### config.mk
export PLATFORM = sky130hd
export DESIGN_NAME = ads127l01_fsync_rx_flat
export DESIGN_NICKNAME = d
export VERILOG_FILES = /design/src/rtl/ads127l01_fsync_rx_if.sv /design/src/rtl/ads127l01_fsync_rx.sv /design/src/flat_wrapper.sv
export SDC_FILE = /design/constraint.sdc
export NUM_CORES = 1
export LEC_CHECK = 0
export CORE_ASPECT_RATIO = 0.8
export CORE_UTILIZATION = 45
export CTS_BUF_LIST = sky130_fd_sc_hd__clkbuf_8
export DETAILED_ROUTE_END_ITERATION = 10
export PLACE_DENSITY_LB_ADDON = 0.05
export SYNTH_ARGS = -nofsm -noshare
export SYNTH_HDL_FRONTEND = slang
export SYNTH_SLANG_ARGS = --single-unit
### constraint.sdc
create_clock -name aclk -period 4.5 [get_ports aclk]
set_input_delay 0.9 -clock aclk [delete_from_list [all_inputs] [get_ports aclk]]
set_output_delay 0.9 -clock aclk [all_outputs]
set_load 0.005 [all_outputs]
### src/rtl/ads127l01_fsync_rx_if.sv
// Read/status bus between the ADS127L01 frame-sync receiver and the register slave.
// The receiver presents the FWFT head sample, fill level and sticky flags; the slave
// returns a pop strobe (DATA read) and a flag-clear pulse.
interface ads127l01_fsync_rx_if #(
  parameter int unsigned OUT_W = 32,
  parameter int unsigned CNT_W = 5
);

  logic             rd_en;
  logic [OUT_W-1:0] rd_data;
  logic             rd_valid;
  logic [CNT_W-1:0] count;
  logic             overflow;
  logic             frame_err;
  logic             clr_flags;

  // Receiver side: produces samples and status.
  modport master (
    input  rd_en,
    input  clr_flags,
    output rd_data,
    output rd_valid,
    output count,
    output overflow,
    output frame_err
  );

  // Register-slave side: consumes samples and status.
  modport slave (
    output rd_en,
    output clr_flags,
    input  rd_data,
    input  rd_valid,
    input  count,
    input  overflow,
    input  frame_err
  );

endinterface

### src/rtl/ads127l01_fsync_rx.sv
// ADS127L01 frame-sync mode receiver.
// Synchronizes the ADC-driven sck/dout/fsync pins into the aclk domain, deserializes
// MSB-first DATA_W-bit conversions, sign-extends them to OUT_W bits and buffers them in
// a first-word-fall-through FIFO with sticky overflow / frame-error flags.
module ads127l01_fsync_rx #(
  parameter int unsigned DATA_W      = 24,
  parameter int unsigned OUT_W       = 32,
  parameter int unsigned FIFO_DEPTH  = 16,
  parameter int unsigned SYNC_STAGES = 2
) (
  input  logic                        aclk,
  input  logic                        areset,
  input  logic                        en,
  input  logic                        sck,
  input  logic                        dout,
  input  logic                        fsync,
  ads127l01_fsync_rx_if.master        rd_bus
);

  localparam int unsigned PTR_W = $clog2(FIFO_DEPTH);
  localparam int unsigned CNT_W = PTR_W + 1;
  localparam int unsigned BIT_W = $clog2(DATA_W + 1);

  localparam logic [BIT_W-1:0] LastBit = BIT_W'(DATA_W - 1);
  localparam logic [CNT_W-1:0] FullCnt = CNT_W'(FIFO_DEPTH);

  typedef enum logic [1:0] {
    StIdle,
    StShift,
    StPush
  } state_e;

  // ---------------------------------------------------------------------------
  // Pin synchronizers and edge detection
  // ---------------------------------------------------------------------------
  logic [SYNC_STAGES-1:0] sck_sync_q;
  logic [SYNC_STAGES-1:0] dout_sync_q;
  logic [SYNC_STAGES-1:0] fsync_sync_q;
  logic                   sck_dly_q;
  logic                   fsync_dly_q;

  logic sck_rise;
  logic fsync_rise;
  logic dout_bit;

  // Shift each pin through its synchronizer chain; last stage also feeds a delay flop.
  always_ff @(posedge aclk) begin
    if (areset) begin
      sck_sync_q   <= '0;
      dout_sync_q  <= '0;
      fsync_sync_q <= '0;
      sck_dly_q    <= 1'b0;
      fsync_dly_q  <= 1'b0;
    end else begin
      sck_sync_q   <= {sck_sync_q[SYNC_STAGES-2:0], sck};
      dout_sync_q  <= {dout_sync_q[SYNC_STAGES-2:0], dout};
      fsync_sync_q <= {fsync_sync_q[SYNC_STAGES-2:0], fsync};
      sck_dly_q    <= sck_sync_q[SYNC_STAGES-1];
      fsync_dly_q  <= fsync_sync_q[SYNC_STAGES-1];
    end
  end

  // Single-cycle rising-edge pulses on the synchronized pins.
  always_comb begin
    sck_rise   = sck_sync_q[SYNC_STAGES-1] & ~sck_dly_q;
    fsync_rise = fsync_sync_q[SYNC_STAGES-1] & ~fsync_dly_q;
    dout_bit   = dout_sync_q[SYNC_STAGES-1];
  end

  // ---------------------------------------------------------------------------
  // Frame capture FSM
  // ---------------------------------------------------------------------------
  state_e            state_q;
  logic [BIT_W-1:0]  bitcnt_q;
  logic [DATA_W-1:0] shift_q;
  logic              fsync_pend_q;
  logic              frame_err_q;

  logic clr_flags;
  assign clr_flags = rd_bus.clr_flags;

  // Deserialize one frame per fsync rise; restart (and flag) on a premature fsync.
  always_ff @(posedge aclk) begin
    if (areset) begin
      state_q      <= StIdle;
      bitcnt_q     <= '0;
      shift_q      <= '0;
      fsync_pend_q <= 1'b0;
      frame_err_q  <= 1'b0;
    end else begin
      if (clr_flags) begin
        frame_err_q <= 1'b0;
      end
      if (!en) begin
        // Partial frame is abandoned silently; a PUSH already in flight still lands.
        state_q      <= StIdle;
        bitcnt_q     <= '0;
        shift_q      <= '0;
        fsync_pend_q <= 1'b0;
      end else begin
        unique case (state_q)
          StIdle: begin
            if (fsync_rise || fsync_pend_q) begin
              state_q      <= StShift;
              bitcnt_q     <= '0;
              shift_q      <= '0;
              fsync_pend_q <= 1'b0;
            end
          end
          StShift: begin
            if (fsync_rise) begin
              // bitcnt is 0..DATA_W-1 here; any captured bits mean a truncated frame.
              if ((bitcnt_q != '0) && !clr_flags) begin
                frame_err_q <= 1'b1;
              end
              if (sck_rise) begin
                // Coincident sck edge is bit 0 of the new frame.
                shift_q  <= {{(DATA_W-1){1'b0}}, dout_bit};
                bitcnt_q <= BIT_W'(1);
              end else begin
                shift_q  <= '0;
                bitcnt_q <= '0;
              end
            end else if (sck_rise) begin
              shift_q  <= {shift_q[DATA_W-2:0], dout_bit};
              bitcnt_q <= bitcnt_q + BIT_W'(1);
              if (bitcnt_q == LastBit) begin
                state_q <= StPush;
              end
            end
          end
          StPush: begin
            state_q      <= StIdle;
            // Remember an fsync that lands during the push so the next frame is not missed.
            fsync_pend_q <= fsync_rise;
          end
          default: begin
            state_q <= StIdle;
          end
        endcase
      end
    end
  end

  // ---------------------------------------------------------------------------
  // Sample FIFO (first-word-fall-through)
  // ---------------------------------------------------------------------------
  logic [OUT_W-1:0] mem_q [FIFO_DEPTH];
  logic [PTR_W-1:0] wr_ptr_q;
  logic [PTR_W-1:0] rd_ptr_q;
  logic [CNT_W-1:0] count_q;
  logic [CNT_W-1:0] count_d;
  logic             overflow_q;

  logic             push;
  logic             full;
  logic             empty;
  logic             do_rd;
  logic             do_wr;
  logic             drop;
  logic [OUT_W-1:0] push_word;

  // Push/pop qualification; a pop while full frees the slot for a same-cycle push.
  always_comb begin
    push      = (state_q == StPush);
    full      = (count_q == FullCnt);
    empty     = (count_q == '0);
    do_rd     = rd_bus.rd_en && !empty;
    do_wr     = push && (!full || do_rd);
    drop      = push && full && !do_rd;
    push_word = {{(OUT_W-DATA_W){shift_q[DATA_W-1]}}, shift_q};
    count_d   = count_q;
    if (do_wr && !do_rd) begin
      count_d = count_q + CNT_W'(1);
    end else if (do_rd && !do_wr) begin
      count_d = count_q - CNT_W'(1);
    end
  end

  // Sample storage; contents are don't-care until written, so no reset.
  always_ff @(posedge aclk) begin
    if (do_wr) begin
      mem_q[wr_ptr_q] <= push_word;
    end
  end

  // Pointers, fill level and sticky overflow; pointers wrap naturally at power-of-two depth.
  always_ff @(posedge aclk) begin
    if (areset) begin
      wr_ptr_q   <= '0;
      rd_ptr_q   <= '0;
      count_q    <= '0;
      overflow_q <= 1'b0;
    end else begin
      if (do_wr) begin
        wr_ptr_q <= wr_ptr_q + PTR_W'(1);
      end
      if (do_rd) begin
        rd_ptr_q <= rd_ptr_q + PTR_W'(1);
      end
      count_q <= count_d;
      if (clr_flags) begin
        overflow_q <= 1'b0;
      end else if (drop) begin
        overflow_q <= 1'b1;
      end
    end
  end

  // Head-of-FIFO presentation; zero while empty.
  always_comb begin
    rd_bus.rd_data   = empty ? '0 : mem_q[rd_ptr_q];
    rd_bus.rd_valid  = !empty;
    rd_bus.count     = count_q;
    rd_bus.overflow  = overflow_q;
    rd_bus.frame_err = frame_err_q;
  end

endmodule

### src/flat_wrapper.sv
// flat-port wrapper written by rule: the top's interface ports become plain ports
module ads127l01_fsync_rx_flat 
#(
  parameter int unsigned DATA_W      = 24,
  parameter int unsigned OUT_W       = 32,
  parameter int unsigned FIFO_DEPTH  = 16,
  parameter int unsigned SYNC_STAGES = 2
)
  (aclk, areset, en, sck, dout, fsync, rd_bus_rd_en, rd_bus_clr_flags, rd_bus_rd_data, rd_bus_rd_valid, rd_bus_count, rd_bus_overflow, rd_bus_frame_err);
  ads127l01_fsync_rx_if #(.OUT_W(OUT_W), .CNT_W((5))) rd_bus_i ();
  input  logic aclk;
  input  logic areset;
  input  logic en;
  input  logic sck;
  input  logic dout;
  input  logic fsync;
  input wire logic [$bits(rd_bus_i.rd_en)-1:0] rd_bus_rd_en;
  input wire logic [$bits(rd_bus_i.clr_flags)-1:0] rd_bus_clr_flags;
  output wire logic [$bits(rd_bus_i.rd_data)-1:0] rd_bus_rd_data;
  output wire logic [$bits(rd_bus_i.rd_valid)-1:0] rd_bus_rd_valid;
  output wire logic [$bits(rd_bus_i.count)-1:0] rd_bus_count;
  output wire logic [$bits(rd_bus_i.overflow)-1:0] rd_bus_overflow;
  output wire logic [$bits(rd_bus_i.frame_err)-1:0] rd_bus_frame_err;
  assign rd_bus_i.rd_en = rd_bus_rd_en;
  assign rd_bus_i.clr_flags = rd_bus_clr_flags;
  assign rd_bus_rd_data = rd_bus_i.rd_data;
  assign rd_bus_rd_valid = rd_bus_i.rd_valid;
  assign rd_bus_count = rd_bus_i.count;
  assign rd_bus_overflow = rd_bus_i.overflow;
  assign rd_bus_frame_err = rd_bus_i.frame_err;
  ads127l01_fsync_rx #(.DATA_W(DATA_W), .OUT_W(OUT_W), .FIFO_DEPTH(FIFO_DEPTH), .SYNC_STAGES(SYNC_STAGES)) u_core (.aclk(aclk), .areset(areset), .en(en), .sck(sck), .dout(dout), .fsync(fsync), .rd_bus(rd_bus_i));
endmodule
Word-level counts from Yosys, hierarchy flattened
Memory sizes are Yosys's and may differ from the RTL's. A register that Yosys moved wholly into a read port is not among the register bits.
Index checks and enable logic that the tools add are counted.
{ "totals": {"register_bits": 55, "input_bits": 8, "out_inout_bits": 40, "elab_cells": 88, "memories": 1, "mem_bits_rw": 512} }
{ "op_classes": {"n_addsub": 5, "mux": 29, "eq_ne": 9, "n_reduce_logical": 25, "bitwise": 5} }
{ "memory_table": {"columns": ["name", "depth", "word_bits", "read_ports", "rd_clocked_by_memory_dff", "wr", "line_no", "rtl"], "rows": [
  ["u_core.mem_q", 16, 32, 1, 1, 1, "ads127l01_fsync_rx.sv:148", "logic [OUT_W-1:0] mem_q [FIFO_DEPTH];"]
]} }
{ "op_table": {"columns": ["op", "n"], "rows": [
  ["$mux 24", 3],
  ["$pmux 24 s2", 1],
  ["$mux 32", 1],
  ["$mux 5", 5],
  ["$add 5x1->5 const B", 2],
  ["$eq 5x5->1 const B", 2],
  ["$mux 1", 10],
  ["$pmux 5 s2", 1],
  ["$add 4x1->4 const B", 2],
  ["$mux 2", 4],
  ["$mux 4", 2],
  ["$logic_and 1x1->1", 7],
  ["$ne 2x1->1 const B", 3],
  ["$reduce_bool 2->1", 3],
  ["$logic_not 1->1", 5],
  ["$logic_not 5->1", 1],
  ["$reduce_bool 5->1", 1],
  ["$sub 5x1->5 const B", 1],
  ["$pmux 2 s2", 1],
  ["$reduce_and 4->1", 1],
  ["$reduce_or 2->1", 2],
  ["$ne 3x1->1 const B", 1],
  ["$not 1->1", 3],
  ["$reduce_and 3->1", 1],
  ["8 further kinds", 10]
]} }

Logic depth before layout (Yosys ltp)
Gate-level depths: netlist of the first run.
{ "depth": {"word_depth": 9, "depth_mapped": 11, "ltp_nobuf": 9} }

Worst setup path before layout of the first run
No wires, ideal clock.
{ "synth_timing": {"path_type": "input to register", "from": "in rd_bus_rd_en", "to": "mem u_core.mem_q[0][0], enable pin", "arrival_time_ns": 3.191, "setup_ns": 0.435, "path_slack_ns": 0.874, "stages": 5, "n_path_buf": 1, "required_time_ns": 4.065, "cell_sequence": "nand2b_1 o21a_1 clkbuf_1 nand2_1 nor3_1"} }
{ "synth_via": {"elab_chain_len": 5} }
{ "synth_lines": {"columns": ["item", "line_no", "rtl"], "rows": [
  ["start: declaration", "flat_wrapper.sv:17", "input wire logic [$bits(rd_bus_i.rd_en)-1:0] rd_bus_rd_en;"],
  ["$logic_and 1x1->1", "ads127l01_fsync_rx.sv:168", "do_rd = rd_bus.rd_en && !empty;"],
  ["$logic_or 1x1->1", "ads127l01_fsync_rx.sv:169", "do_wr = push && (!full || do_rd);"],
  ["$logic_and 1x1->1", "ads127l01_fsync_rx.sv:169", null],
  ["named net u_core.do_wr", "ads127l01_fsync_rx.sv:159", "logic do_wr;"],
  ["$mux 1", "ads127l01_fsync_rx.sv:182", "if (do_wr) begin"],
  ["$mux 1 (implied by the code)", "ads127l01_fsync_rx.sv:183", "mem_q[wr_ptr_q] <= push_word;"],
  ["end: declaration", "ads127l01_fsync_rx.sv:148", null]
]} }
The timed path passes the listed nets, and every way through them passes these cells.

Worst setup path after layout of the first run
{ "layout_timing": {"from": "reg u_core.count_q[0], in the netlist u_core.rd_bus.count[0]", "to": "out rd_bus_rd_data[25]"} }
{ "layout_via": {"elab_chain_len": 2} }
{ "layout_lines": {"columns": ["item", "line_no", "rtl"], "rows": [
  ["start: declaration", "ads127l01_fsync_rx.sv:151", "logic [CNT_W-1:0] count_q;"],
  ["start signal: assignment", "ads127l01_fsync_rx.sv:201", "count_q <= count_d;"],
  ["$logic_not 5->1", "ads127l01_fsync_rx.sv:167", "empty = (count_q == '0);"],
  ["$mux 32", "ads127l01_fsync_rx.sv:212", "rd_bus.rd_data = empty ? '0 : mem_q[rd_ptr_q];"],
  ["end: declaration", "flat_wrapper.sv:19", "output wire logic [$bits(rd_bus_i.rd_data)-1:0] rd_bus_rd_data;"]
]} }
Every way passes these cells.

==> results of run 1 <==
-- cell families (layout without fill, tap and decap cells) --
logic type	count (synthesis)	in the layout	synth area share
compound gates	76	76	0.0331
simple gates	160	160	0.0476
mux	125	125	0.145
buf+inv	63	218	0.0186
flops	443	443	0.743
xor+xnor	7	7	0.00358
fa+ha+maj	12	12	0.00921
-- layout make-up --
type | instances | area, um2
clock buffers | 76 | 1050
clock inverters | 47 | 221
fillers | 2972 | 17700
inverters | 7 | 26.3
multi-input cells | 380 | 4140
flip-flops and latches | 443 | 12700
well taps | 487 | 609
repair buffers | 88 | 866
-- cells in the final DEF, fill, tap and decap left out, types with 6 or more instances in the layout --
cell             Yosys  routed
and2b_1             14      14
nand2b_1             6       6
dfxtp_1             59      56
ha_1                11      11
edfxtp_1           384     384
mux2_2              26      26
nor2b_1             25      25
nand2_1             54      54
nor2_2               0      13
clkbuf_8             0      76
mux4_2              96      96
a21oi_1             30      30
clkinv_1             0       8
buf_12               0       7
buf_4                8      34
nor2_1              35      22
clkdlybuf4s50_1      0      47
a221o_1             20      20
inv_1                7      38
-- flip-flops by register name, summed over array words and instances, names as in the netlist, 4 cells and up, named ones only --
| register | count |
|---|---|
| u_core.bitcnt_q | 5 |
| u_core.mem_q | 384 |
| u_core.rd_bus.count | 5 |
| u_core.rd_ptr_q | 4 |
| u_core.shift_q | 24 |
| u_core.wr_ptr_q | 4 |
-- power groups by stage --
stage | combinational [mW] | sequential [mW] | clock [mW]
after floorplan | 0.717 | 4.53 | 0
after global placement | 0.994 | 4.57 | 0
after detailed placement | 1.00 | 4.58 | 0
after CTS | 1.01 | 4.49 | 3.19
after global routing | 1.05 | 4.50 | 3.35
final | 0.975 | 4.49 | 3.11
-- critical path, stage by stage, from the launching register on --
cell and delay [ps]:
dfxtp_1 450, or4_4 250, o21ai_0 120, nor2_2 550, buf_4 410, a221o_1 360, clkdlybuf4s50_1 560
-- stage by stage --
step	utilization	setup WS, ps	std cells	power, mW
after floorplan	-	874	886	5.25
after global placement	0.493	863	1405	5.57
after detailed placement	0.493	814	1405	5.58
after CTS	0.527	129	1528	8.69
after global routing	0.527	45.1	1528	8.90
final	0.527	275	1528	8.58
-- worst paths after layout --
| check | to | cells past startpoint |
|---|---|---|
| worst max-delay path | rd_bus_rd_data[25] | 6 |
| worst min-delay path | u_core.fsync_sync_q[1] | 1 |
| worst max register to register | u_core.rd_bus.count[4] | 9 |
| worst min register to register | u_core.fsync_sync_q[1] | 1 |
-- per-layer routing --
layer | track usage | wire length, um | part of all wire | up-vias
met5 | 0 | 0 | 0 | -
met4 | 0.0655 | 794 | 0.021 | 0
met3 | 0.0394 | 1740 | 0.046 | 55
met2 | 0.323 | 18300 | 0.48 | 216
met1 | 0.283 | 17000 | 0.45 | 4483
li1 | - | - | - | 3759
==> out/metrics.yaml, run 1 <==
dr.pass1.iters: 10
syn-num-nets: 906
ios: 48
async_flop_share: 0
clkSlewWorstSetupHoldPaths_ps: 60
drt_iter0_markers: 651
path_max_fanout: 14
fin_nets: 1011
pwr-share-seq: 0.524
final_antenna_net_count: 0
maxSlewViolCount: 0
cts_hold_buf: 0
r2r_slack_ps: 1390
pwr-share-clk: 0.363
r2r_start: "u_core.rd_bus.count[0]"
post_drt_wl_per_cell_um: 24.7
cts_tree: "yes"
core_area_um2: 37300
worst_ep_required_time_ps: 3600
maxCapViolCount: 0
totalWireLength_mm: 37.8
period_share: 0.939
syn-cell-area_um2: 17100
crit_type: "flop to primary output"
io_buffers: 47
internal-power_mw: 6.53
gp_congestion: 0.764
rows: 63
post_cts_buffers: 0
num_vias: 8513
period_needed_ps: 4230
cts_made_buffers: 71
rsz0062_at_grt: "no"
status: "finished with violations"
ys_ff_latch: 443
p_sw_frac: 0.238
p_leak_nw: 6.81
fmax_mhz: 237
tightest_slew_ps: 899
yosysTopAreaCell: "edfxtp_1"
postLayoutCellArea_um2: 19600
grt.total_usage: 0.203
dpl_cell_area_um2: 18400
ir_worst_vdd_mv: 0.247
grt_pass1_vias: 8887
worstSetupEndpointType: "primary output"
antenna_found_initial: 0
hold-worst-slack_ps: 436
synthCells: 886
cts_resized: 0
yosysWarnings: 0
dp_hpwl_mm: 21.7
fin_skew_ps: 17.5
arrival_ps: 3330
syn_area_per_cell_um2: 19.3
clkSinkCount: 443
routed_via_density: 5.57
overflow: 0
synth.area.top_cells: "edfxtp_1 (67%), mux4_2 (13%), dfxtp_1 (6.9%), mux2_2 (1.7%), nand2_1 (1.2%)"
area_growth_pct: 14.7
die_area_um2: 38800
die_y_um: 176
synth.most_common_cell: "edfxtp_1"
switching_power_mw: 2.04
hold_class: "flop to flop"
die_x_um: 220
yosys-top-cells-count: "edfxtp_1 (384), mux4_2 (96), dfxtp_1 (59)"
synth_seq_area_share: 0.743
drive_above_1_share: 0.268
power_density_nw_per_um2: 437
grt_pass1_wl_mm: 56.2
clock_path_buffers: 3
cp-start-kind: "flop"
root_buffer: "clkbuf_8"
startpoint: "u_core.rd_bus.count[0]"
final_hold_viol_count: 0
initial_core_util: 0.459
diodes: 0
yosysTopAreaCellShare: 0.674
synth_ff_type: "edfxtp_1"
ys_types: 49
grt_max_degree: 45
clk_latency_ps: 610
min-delay-start: "u_core.fsync_sync_q[0]"
synth-edff-count: 384
setup_viol: 0
slew_headroom: 0.398
htreeDepth: 3
drcViolationCount: 4
share_comb_of_total_power: 0.114
violations: "DRC"
tns_ps: 0
Power figures use the tool's default switching activity.
==> run 2: changes to the inputs <==
--- a/config.mk
+++ b/config.mk
@@ -10,6 +10,7 @@
 export CTS_BUF_LIST = sky130_fd_sc_hd__clkbuf_8
 export DETAILED_ROUTE_END_ITERATION = 10
 export PLACE_DENSITY_LB_ADDON = 0.05
+export SKIP_LAST_GASP = 1
 export SYNTH_ARGS = -nofsm -noshare
 export SYNTH_HDL_FRONTEND = slang
 export SYNTH_SLANG_ARGS = --single-unit
==> results of run 2 <==
No change in the layout: final DEF, timing and power equal those of run 1.
